[config.mk]
export PLATFORM = sky130hd
export DESIGN_NAME = sdram_ctrl_arbiter_flat
export DESIGN_NICKNAME = d
export VERILOG_FILES = /design/src/rtl/sdram_ctrl_arbiter_if.sv /design/src/rtl/sdram_ctrl_arbiter.sv /design/src/flat_wrapper.sv
export SDC_FILE = /design/constraint.sdc
export NUM_CORES = 1
export LEC_CHECK = 0
export CORE_AREA = 2 2 164 166
export CTS_CLUSTER_DIAMETER = 40
export DETAILED_ROUTE_END_ITERATION = 6
export DIE_AREA = 0 0 166 168
export GPL_ROUTABILITY_DRIVEN = 0
export PLACE_DENSITY_LB_ADDON = 0.12
export SLEW_MARGIN = 20
export SYNTH_ARGS = -nofsm -noshare
export SYNTH_HDL_FRONTEND = slang
export SYNTH_SLANG_ARGS = --single-unit
[constraint.sdc]
create_clock -name clk -period 7.3 [get_ports clk]
set_input_delay 1.46 -clock clk [delete_from_list [all_inputs] [get_ports clk]]
set_output_delay 1.46 -clock clk [all_outputs]
set_load 0.005 [all_outputs]
[src/rtl/sdram_ctrl_arbiter_if.sv]
// ---------------------------------------------------------------------------
// sdram_ctrl_arbiter_if
// Request/return bus of the SDRAM controller protocol, carrying N_LANES
// independent channels side by side (lane i occupies slice i of each vector).
//   wr          byte write strobes, WORD_LEN per lane (any bit set = write)
//   rd          read request, one per lane
//   addr        request address, ADDR_WIDTH per lane
//   write_data  write data, DATA_WIDTH per lane
//   rdy         request accepted this cycle, one per lane
//   rvalid      read return, one per lane
//   error       error qualifier, valid with rvalid
//   read_data   read data, shared by all lanes, qualified by rvalid
// Modports: master issues requests, slave accepts them and returns data.
// ---------------------------------------------------------------------------
interface sdram_ctrl_arbiter_if #(
  parameter int N_LANES    = 1,
  parameter int ADDR_WIDTH = 32,
  parameter int DATA_WIDTH = 32,
  parameter int WORD_LEN   = DATA_WIDTH / 8
);
  logic [N_LANES*WORD_LEN-1:0]   wr;
  logic [N_LANES-1:0]            rd;
  logic [N_LANES*ADDR_WIDTH-1:0] addr;
  logic [N_LANES*DATA_WIDTH-1:0] write_data;
  logic [N_LANES-1:0]            rdy;
  logic [N_LANES-1:0]            rvalid;
  logic [N_LANES-1:0]            error;
  logic [DATA_WIDTH-1:0]         read_data;

  modport master (
    output wr, rd, addr, write_data,
    input  rdy, rvalid, error, read_data
  );

  modport slave (
    input  wr, rd, addr, write_data,
    output rdy, rvalid, error, read_data
  );
endinterface

[src/rtl/sdram_ctrl_arbiter.sv]
// ---------------------------------------------------------------------------
// sdram_ctrl_arbiter
// Multi-channel front end for the SDRAM controller. N_PORTS manager channels
// are arbitrated round-robin onto the single controller request port. A tag
// FIFO remembers which channel issued each outstanding read so in-order read
// returns are steered back to the right channel.
//
// Ports:
//   clk         system clock, rising edge
//   rst         asynchronous active-high reset
//   m           slave side of an N_PORTS-lane bus from the managers
//   s           master side of a 1-lane bus to the controller
//   orphan_err  sticky flag: a read return arrived with no outstanding tag
//
// Build option: define SDRAM_ARB_PRIO_EN to make channel 0 strict priority
// (it never moves the round-robin pointer; channels 1..N_PORTS-1 rotate among
// themselves whenever channel 0 is idle or ineligible).
// ---------------------------------------------------------------------------
module sdram_ctrl_arbiter #(
  parameter int N_PORTS         = 4,
  parameter int ADDR_WIDTH      = 32,
  parameter int DATA_WIDTH      = 32,
  parameter int WORD_LEN        = DATA_WIDTH / 8,
  parameter int MAX_OUTSTANDING = 4
) (
  input  logic                 clk,
  input  logic                 rst,
  sdram_ctrl_arbiter_if.slave  m,
  sdram_ctrl_arbiter_if.master s,
  output logic                 orphan_err
);

  localparam int PW = $clog2(N_PORTS);
  localparam int TW = $clog2(MAX_OUTSTANDING);
  localparam logic [TW:0] FULL_COUNT = (TW+1)'(MAX_OUTSTANDING);

  typedef logic [PW-1:0] port_t;

  // State
  port_t         rr_ptr_reg;
  logic [TW-1:0] wr_ptr_reg;
  logic [TW-1:0] rd_ptr_reg;
  logic [TW:0]   count_reg;
  logic          orphan_err_reg;
  port_t         tag_mem [MAX_OUTSTANDING];

  // Per-channel request decode
  logic [N_PORTS-1:0] has_wr;
  logic [N_PORTS-1:0] has_rd;
  logic [N_PORTS-1:0] eligible;
  logic [N_PORTS-1:0] rr_eligible;

  logic  fifo_full;
  logic  fifo_empty;
  logic  gnt_valid;
  port_t gnt_idx;
  logic  xfer;
  logic  push;
  logic  pop;
  port_t head_tag;

  assign fifo_full  = (count_reg == FULL_COUNT);
  assign fifo_empty = (count_reg == '0);

  // A request carrying rd (even combined with wr) needs a tag slot, so it is
  // held off while the FIFO is full; a pop in the same cycle does not help
  // because the full flag comes straight from the registered count.
  generate
    for (genvar gi = 0; gi < N_PORTS; gi++) begin : g_req
      assign has_wr[gi]   = |m.wr[gi*WORD_LEN +: WORD_LEN];
      assign has_rd[gi]   = m.rd[gi];
      assign eligible[gi] = has_rd[gi] ? !fifo_full : has_wr[gi];
`ifdef SDRAM_ARB_PRIO_EN
      // Channel 0 is served outside the rotation.
      assign rr_eligible[gi] = (gi == 0) ? 1'b0 : eligible[gi];
`else
      assign rr_eligible[gi] = eligible[gi];
`endif
    end
  endgenerate

  // Grant: first eligible channel at or after rr_ptr, wrapping.
  always_comb begin : p_grant
    int    sum;
    port_t idx;
    gnt_valid = 1'b0;
    gnt_idx   = '0;
    sum       = 0;
    idx       = '0;
    for (int k = 0; k < N_PORTS; k++) begin
      sum = int'(rr_ptr_reg) + k;
      if (sum >= N_PORTS) begin
        sum = sum - N_PORTS;
      end
      idx = port_t'(sum);
      if (!gnt_valid && rr_eligible[idx]) begin
        gnt_valid = 1'b1;
        gnt_idx   = idx;
      end
    end
`ifdef SDRAM_ARB_PRIO_EN
    if (eligible[0]) begin
      gnt_valid = 1'b1;
      gnt_idx   = '0;
    end
`endif
  end

  assign xfer = gnt_valid && s.rdy[0];
  assign push = xfer && has_rd[gnt_idx];
  assign pop  = s.rvalid[0] && !fifo_empty;

  // Request mux towards the controller; all zero when nothing is granted.
  always_comb begin
    s.wr         = '0;
    s.rd         = '0;
    s.addr       = '0;
    s.write_data = '0;
    m.rdy        = '0;
    if (gnt_valid) begin
      s.wr         = m.wr[gnt_idx*WORD_LEN +: WORD_LEN];
      s.rd[0]      = m.rd[gnt_idx];
      s.addr       = m.addr[gnt_idx*ADDR_WIDTH +: ADDR_WIDTH];
      s.write_data = m.write_data[gnt_idx*DATA_WIDTH +: DATA_WIDTH];
      m.rdy[gnt_idx] = s.rdy[0];
    end
  end

  // Return path: the head tag picks the channel. The tag store is a small
  // register array read asynchronously because the return must be routed in
  // the same cycle the controller presents it.
  assign head_tag    = tag_mem[rd_ptr_reg];
  assign m.read_data = s.read_data;

  always_comb begin
    m.rvalid = '0;
    m.error  = '0;
    if (pop) begin
      m.rvalid[head_tag] = 1'b1;
      m.error[head_tag]  = s.error[0];
    end
  end

  // Tag storage needs no reset: only entries between the pointers are read.
  always_ff @(posedge clk) begin
    if (push) begin
      tag_mem[wr_ptr_reg] <= gnt_idx;
    end
  end

  always_ff @(posedge clk or posedge rst) begin
    if (rst) begin
      rr_ptr_reg     <= '0;
      wr_ptr_reg     <= '0;
      rd_ptr_reg     <= '0;
      count_reg      <= '0;
      orphan_err_reg <= 1'b0;
    end else begin
      if (xfer) begin
`ifdef SDRAM_ARB_PRIO_EN
        if (gnt_idx != '0) begin
          rr_ptr_reg <= (gnt_idx == port_t'(N_PORTS-1)) ? '0 : gnt_idx + 1'b1;
        end
`else
        rr_ptr_reg <= (gnt_idx == port_t'(N_PORTS-1)) ? '0 : gnt_idx + 1'b1;
`endif
      end
      if (push) begin
        wr_ptr_reg <= wr_ptr_reg + 1'b1;
      end
      if (pop) begin
        rd_ptr_reg <= rd_ptr_reg + 1'b1;
      end
      case ({push, pop})
        2'b10:   count_reg <= count_reg + 1'b1;
        2'b01:   count_reg <= count_reg - 1'b1;
        default: count_reg <= count_reg;
      endcase
      if (s.rvalid[0] && fifo_empty) begin
        orphan_err_reg <= 1'b1;
      end
    end
  end

  assign orphan_err = orphan_err_reg;

endmodule

[src/flat_wrapper.sv]
// flat-port wrapper written by rule: the top's interface ports become plain ports
module sdram_ctrl_arbiter_flat 
#(
  parameter int N_PORTS         = 4,
  parameter int ADDR_WIDTH      = 32,
  parameter int DATA_WIDTH      = 32,
  parameter int WORD_LEN        = DATA_WIDTH / 8,
  parameter int MAX_OUTSTANDING = 4
)
  (clk, rst, orphan_err, m_wr, m_rd, m_addr, m_write_data, m_rdy, m_rvalid, m_error, m_read_data, s_wr, s_rd, s_addr, s_write_data, s_rdy, s_rvalid, s_error, s_read_data);
  sdram_ctrl_arbiter_if #(.N_LANES((4)), .ADDR_WIDTH(ADDR_WIDTH), .DATA_WIDTH(DATA_WIDTH), .WORD_LEN(WORD_LEN)) m_i ();
  sdram_ctrl_arbiter_if #(.N_LANES(1), .ADDR_WIDTH(ADDR_WIDTH), .DATA_WIDTH(DATA_WIDTH), .WORD_LEN(WORD_LEN)) s_i ();
  input  logic clk;
  input  logic rst;
  output logic orphan_err;
  input wire logic [$bits(m_i.wr)-1:0] m_wr;
  input wire logic [$bits(m_i.rd)-1:0] m_rd;
  input wire logic [$bits(m_i.addr)-1:0] m_addr;
  input wire logic [$bits(m_i.write_data)-1:0] m_write_data;
  output wire logic [$bits(m_i.rdy)-1:0] m_rdy;
  output wire logic [$bits(m_i.rvalid)-1:0] m_rvalid;
  output wire logic [$bits(m_i.error)-1:0] m_error;
  output wire logic [$bits(m_i.read_data)-1:0] m_read_data;
  output wire logic [$bits(s_i.wr)-1:0] s_wr;
  output wire logic [$bits(s_i.rd)-1:0] s_rd;
  output wire logic [$bits(s_i.addr)-1:0] s_addr;
  output wire logic [$bits(s_i.write_data)-1:0] s_write_data;
  input wire logic [$bits(s_i.rdy)-1:0] s_rdy;
  input wire logic [$bits(s_i.rvalid)-1:0] s_rvalid;
  input wire logic [$bits(s_i.error)-1:0] s_error;
  input wire logic [$bits(s_i.read_data)-1:0] s_read_data;
  assign m_i.wr = m_wr;
  assign m_i.rd = m_rd;
  assign m_i.addr = m_addr;
  assign m_i.write_data = m_write_data;
  assign m_rdy = m_i.rdy;
  assign m_rvalid = m_i.rvalid;
  assign m_error = m_i.error;
  assign m_read_data = m_i.read_data;
  assign s_wr = s_i.wr;
  assign s_rd = s_i.rd;
  assign s_addr = s_i.addr;
  assign s_write_data = s_i.write_data;
  assign s_i.rdy = s_rdy;
  assign s_i.rvalid = s_rvalid;
  assign s_i.error = s_error;
  assign s_i.read_data = s_read_data;
  sdram_ctrl_arbiter #(.N_PORTS(N_PORTS), .ADDR_WIDTH(ADDR_WIDTH), .DATA_WIDTH(DATA_WIDTH), .WORD_LEN(WORD_LEN), .MAX_OUTSTANDING(MAX_OUTSTANDING)) u_core (.clk(clk), .rst(rst), .m(m_i), .s(s_i), .orphan_err(orphan_err));
endmodule
==> Yosys cells after proc, flatten, opt, wreduce, memory -nomap -nowiden <==
Memories as Yosys holds them, arrays and structs flattened.
Index checks and enable logic that the tools add are counted.
Widths: inputs -> output; s select.
{ "totals": {"regBits": 10, "ramBits": 8, "input_bits": 313, "out_inout_bits": 114, "word_cells": 100, "n_memories": 1} }
{ "memory_table": {"columns": ["memory", "depth", "width", "rd", "rd_ports_with_merged_regs", "wr", "line_no", "text"], "rows": [
  ["u_core.tag_mem", 4, 2, 1, 0, 1, "sdram_ctrl_arbiter.sv:45", "port_t tag_mem [MAX_OUTSTANDING];"]
]} }
{ "op_classes": {"add_sub_neg": 12, "magnitude_cmp": 12, "eq_ne": 4, "n_shift": 3, "mux": 41, "n_bitwise": 2, "n_reduce_logical": 20} }
{ "op_table": {"columns": ["op", "count"], "rows": [
  ["$shiftx 128x8->32", 2],
  ["$mux 32", 2],
  ["$lt 2x3->1 const B", 6],
  ["$mux 1", 18],
  ["$mux 2", 9],
  ["$mux 4", 4],
  ["$reduce_or 4->1", 4],
  ["$shiftx 16x5->4", 1],
  ["$bmux 1 s2", 5],
  ["$ge 3x3->1 const B", 3],
  ["$logic_and 1x1->1", 9],
  ["$and 4x4->4", 2],
  ["$sub 2x1->2 const B", 4],
  ["$add 2x1->2 const B", 3],
  ["$add 2x2->3 const B", 2],
  ["$pmux 3 s2", 1],
  ["$logic_not 1->1", 5],
  ["$demux 1 s2", 2],
  ["$eq 2x2->1 const B", 2],
  ["$ge 2x1->1 const B", 2],
  ["$add 2x1->3 const B", 1],
  ["$add 3x1->3 const B", 1],
  ["$eq 3x3->1 const B", 1],
  ["$ge 2x3->1 const B", 1],
  ["other kinds (4)", 4]
]} }

==> Logic depth before layout (Yosys ltp) <==
Gate-level depths: netlist of the first run.
{ "logic_depth": {"word_depth": 21, "ltp_mapped": 12, "depth_no_buf": 12} }

==> Least setup slack after synthesis of the first run <==
Ideal clock, no wire load.
{ "synth_timing": {"path_kind": "input port to output port", "startpoint": "input port m_wr[1]", "endpoint": "output port m_rdy[0]", "arrival_ns": 3.418, "required_ns": 5.840, "slack_ns": 2.422, "cell_stages": 10, "n_path_buf": 3, "cell_sequence": "or4_4 -> o211ai_1 -> a21oi_1 -> a221oi_2 -> buf_4 -> buf_6 -> buf_2 -> inv_1 -> ha_1 -> and2_1"} }
{ "synth_between": {"elab_chain_len": 20, "elab_cells_between_ends": 31, "cone_classes": "2 x order compare; 20 x mux; 1 x bitwise; 8 x reduce/logical"} }
{ "synth_lines": {"columns": ["item", "line_no", "text"], "rows": [
  ["from (decl)", "flat_wrapper.sv:16", "input wire logic [$bits(m_i.wr)-1:0] m_wr;"],
  ["$reduce_or 4->1 *", "sdram_ctrl_arbiter.sv:70", "assign has_wr[gi] = |m.wr[gi*WORD_LEN +: WORD_LEN];"],
  ["$mux 1 *", "sdram_ctrl_arbiter.sv:72", "assign eligible[gi] = has_rd[gi] ? !fifo_full : has_wr[gi];"],
  ["$bmux 1 s2", "sdram_ctrl_arbiter.sv:96", "if (!gnt_valid && rr_eligible[idx]) begin"],
  ["$mux 1 (implied by the code)", "sdram_ctrl_arbiter.sv:96", null],
  ["$mux 1", "sdram_ctrl_arbiter.sv:96", null],
  ["$logic_not 1->1", "sdram_ctrl_arbiter.sv:96", null],
  ["$logic_and 1x1->1", "sdram_ctrl_arbiter.sv:96", null],
  ["$mux 1", "sdram_ctrl_arbiter.sv:96", null],
  ["[5 not listed]", null, null],
  ["$mux 2 *", "sdram_ctrl_arbiter.sv:96", null],
  ["net u_core.gnt_idx[1]", "sdram_ctrl_arbiter.sv:56", "port_t gnt_idx;"],
  ["$lt 2x3->1 (implied by the code) / $ge 2x1->1 (equally long branches)", "sdram_ctrl_arbiter.sv:125", "m.rdy[gnt_idx] = s.rdy[0];"],
  ["$logic_and 1x1->1 (implied by the code)", "sdram_ctrl_arbiter.sv:125", null],
  ["$mux 1 (implied by the code)", "sdram_ctrl_arbiter.sv:125", null],
  ["$demux 1 s2 *", null, null],
  ["$and 4x4->4 (no source line) *", null, null],
  ["$mux 4 *", "sdram_ctrl_arbiter.sv:120", "if (gnt_valid) begin"],
  ["to (decl)", "flat_wrapper.sv:20", "output wire logic [$bits(m_i.rdy)-1:0] m_rdy;"]
]} }
Mark *: on every way through the listed nets, which the timed path passes. The rest lies on a longest branch. The select of a mux whose other input is x is not followed.

==> Worst setup path in the final report of the first run <==
{ "layout_timing": {"startpoint": "input port m_wr[1]", "endpoint": "output port s_addr[31]"} }
{ "layout_between": {"elab_chain_len": 16, "elab_cells_between_ends": 26, "cone_classes": "1 x shift; 18 x mux; 7 x reduce/logical"} }
{ "layout_lines": {"columns": ["item", "line_no", "text"], "rows": [
  ["$reduce_or 4->1 *", "sdram_ctrl_arbiter.sv:70", null],
  ["$mux 1 *", "sdram_ctrl_arbiter.sv:72", null],
  ["$bmux 1 s2", "sdram_ctrl_arbiter.sv:96", null],
  ["$mux 1 (implied by the code)", "sdram_ctrl_arbiter.sv:96", null],
  ["$mux 1", "sdram_ctrl_arbiter.sv:96", null],
  ["$logic_not 1->1", "sdram_ctrl_arbiter.sv:96", null],
  ["$logic_and 1x1->1", "sdram_ctrl_arbiter.sv:96", null],
  ["$mux 1", "sdram_ctrl_arbiter.sv:96", null],
  ["$logic_not 1->1", "sdram_ctrl_arbiter.sv:96", null],
  ["$logic_and 1x1->1", "sdram_ctrl_arbiter.sv:96", null],
  ["$mux 1", "sdram_ctrl_arbiter.sv:96", null],
  ["$logic_not 1->1", "sdram_ctrl_arbiter.sv:96", null],
  ["$logic_and 1x1->1", "sdram_ctrl_arbiter.sv:96", null],
  ["$mux 2", "sdram_ctrl_arbiter.sv:96", null],
  ["$shiftx 128x8->32", "sdram_ctrl_arbiter.sv:123", "s.addr = m.addr[gnt_idx*ADDR_WIDTH +: ADDR_WIDTH];"],
  ["$mux 32 *", "sdram_ctrl_arbiter.sv:120", null],
  ["to (decl)", "flat_wrapper.sv:26", "output wire logic [$bits(s_i.addr)-1:0] s_addr;"]
]} }
Mark *: on every way between the ends. The rest lies on a longest branch, timed or not. The select of a mux whose other input is x is not followed.

==> flow_summary.ini, run 1 <==
[place]
hpwl_um = 14900
placed_cell_area_um2 = 7820
io_buffers = 362

[sta]
tns_ps = 0
period_minus_slack_ps = 6340
worst_slew_pin_slew_ps = 705
finalSetupViolCount = 0
fmax_mhz = 158
skew_ps = 3.36
rsz0062_at_grt = no
fin_crit_sh = 0.869
slew_violations = 0
slew-limit-headroom = 0.530
hold_viol = 0

[finish]
fillers = 2770
syn_to_final_growth_pct = 89.2
nets = 1084
final_layout_size_suffix_gt1_frac = 0.109
largest_reg_flops = 8
final_area_um2 = 7900

[synthesis]
synth_cells = 465
synthFlopType = dfrtp_1
synth_edf_count = 8
async_flop_share = 0.556
avgSynthCellArea_um2 = 8.98
synth_area_um2 = 4180
ys_ff_latch = 18
ys_warn_count = 0
synth_cell_types = 46
ys_seq_area_frac = 0.117
synthesis.nets = 788

[critical_path]
cpPeakStageDelay_ps = 560
arrival_ps = 4880
critPathRequiredTime_ps = 5840
slowest_stage = or4_4
cp_num_cells = 10
critPathBufInv = 3
cp-start-kind = input port
cp_top_family = compound AO/OA/AOI/OAI gates
endpoint_kind = output pin
path_class = input port to output pin
ff2ff_path_depth = 13
path_cells = clkdlybuf4s50_1 -> or4_4 -> o211ai_1 -> a21oi_1 -> a221oi_4 -> buf_12 -> nor2b_1 -> a211oi_1 -> a211oi_1 -> clkdlybuf4s50_1
critPathMaxFanout = 102
reg2reg_slack_ps = 3730

[hold_path]
worstHoldPathCells = 1
worstHoldPathType = flop to flop

[floorplan]
num_rows = 60
die_w_um = 166
dieArea_um2 = 27900
ios = 427
start_util = 0.158
core_area_um2 = 26400
die_h_um = 168

[power]
leakage_nw = 2.79
ir_worst_vdd_mv = 0.256
p_per_area_nw_per_um2 = 375

[global_route]
first_global_vias = 4944
grt_max_degree = 103
grt_pass1_wl_um = 27500
antenna_found_initial = 3
grt.total_usage = 0.121
grt.overflow.total = 0

[clock_network]
ctsLongestPathBuffers = 2
hold_buffers = 0
cts.sinks = 18
cts_made_buffers = 3
root_buffer = clkbuf_16
clk_latency_ps = 240
ctsResizeCount = 0
post_cts_buffers = 0
path_clk_slew_ps = 50
cts_tree = yes
htreeDepth = 1

[route]
drc_errors = 0
routed_wl_um = 18100
via_per_inst = 4.29
vias = 4733
drt_pass1_iterations = 4
ant_nets = 0
drtIter0Drc = 146
routedWlPerCell_um = 16.4

[job]
cap_viol_max_count = 0

[run_status]
status = finished clean
layout make-up:
class	instances	area, um^2	area share
Tap cell	341	427	0.0540
Clock inverter	1	3.75	0.000475
Multi-Input combinational cell	357	3130	0.396
Clock buffer	3	75.1	0.00950
Inverter	12	45.0	0.00570
Antenna cell	2	5.00	0.000633
Timing Repair Buffer	369	3730	0.472
Sequential cell	18	490	0.0621
cell usage after synthesis (8+ instances only):
library cell	n	area, um^2
buf_2	16	80.1
a211oi_1	76	571
inv_1	12	45.0
clkbuf_1	17	63.8
nor2b_1	70	438
mux2i_1	72	721
nor2_1	11	41.3
a211oi_2	60	751
dfrtp_1	10	250
edfxtp_1	8	240
ha_1	9	113
buf_4	34	255
worst register-to-register path, stage by stage, from the launching register on:
cell,delay (ps)
dfrtp_1,420
nor3b_2,350
mux2_2,290
a21oi_1,100
a22oi_2,320
buf_12,360
mux2i_1,300
a211o_1,280
ha_1,230
inv_1,60
fa_1,380
xor2_1,160
nor2_1,110
xor2_1,150
final timing paths:
path / start / endpoint
worst min-delay path: u_core.orphan_err / u_core.orphan_err
min in group asynchronous: rst / u_core.orphan_err
max in group asynchronous: rst / u_core.wr_ptr_reg[0]
worst min register to register: u_core.orphan_err / u_core.orphan_err
worst max register to register: u_core.count_reg[1] / u_core.count_reg[2]
worst max-delay path: m_wr[1] / s_addr[31]
through the flow:
step / instances / utilization / hold slack [ps] / setup WS [ps] / power (W)
6_report: 1103 / 0.300 / 460 / 957 / 0.00297
5_1_grt: 1101 / 0.300 / 520 / 703 / 0.00322
4_1_cts: 1101 / 0.300 / 467 / 953 / 0.00302
3_5_place_dp: 1097 / 0.297 / 447 / 969 / 0.00290
3_3_place_gp: 1097 / 0.297 / 437 / 1010 / 0.00288
2_1_floorplan: 465 / - / 449 / 2420 / 0.00176
routing by layer:
metal,routed length [um],global-route usage,vias to the layer above
li1,-,-,2321
met1,6680,0.131,2152
met2,9590,0.235,244
met3,1590,0.0360,16
met4,233,0.0193,0
met5,0,0,-
kinds of logic (layout without fill, tap and decap cells):
group | count (synthesis) | after routing | share of synthesized area
AND/OR/NAND/NOR | 108 | 108 | 0.155
adder cells (fa/ha/maj) | 10 | 10 | 0.0318
buffers and inverters | 90 | 385 | 0.138
AO/OA/AOI/OAI | 155 | 155 | 0.352
XOR/XNOR | 6 | 6 | 0.0126
other | 0 | 2 | 0
flip-flops | 18 | 18 | 0.117
multiplexers | 78 | 78 | 0.194
cell usage in the layout (no fill, tap or decap), types with 2 or more instances in the layout:
cell type / n
clkdlybuf4s50_1: 362
nor2_1: 10
dfrtp_1: 10
nand2_1: 7
nand2b_1: 4
xor2_1: 2
and3_1: 4
mux2i_1: 72
a21oi_1: 4
diode_2: 2
and2_1: 4
clkbuf_16: 3
nor2b_1: 70
inv_1: 12
a211oi_1: 76
buf_4: 3
mux4_2: 2
buf_12: 4
xnor2_1: 4
o21ai_0: 2
a211oi_2: 60
edfxtp_1: 8
nor4_1: 3
mux2_2: 3
ha_1: 9
power breakdown:
part	switching, W	internal, W
combinational	0.00119	0.00147
sequential	0.0000362	0.000158
clock	0.0000347	0.0000727
Power figures use the tool's default switching activity.
==> run 2, diff against run 1 <==
--- a/config.mk
+++ b/config.mk
@@ -5,6 +5,7 @@
 export SDC_FILE = /design/constraint.sdc
 export NUM_CORES = 1
 export LEC_CHECK = 0
+export CAP_MARGIN = 20
 export CORE_AREA = 2 2 164 166
 export CTS_CLUSTER_DIAMETER = 40
 export DETAILED_ROUTE_END_ITERATION = 6
==> results of run 2 <==
Same layout as run 1: the final DEF is identical, and so are final timing and power.
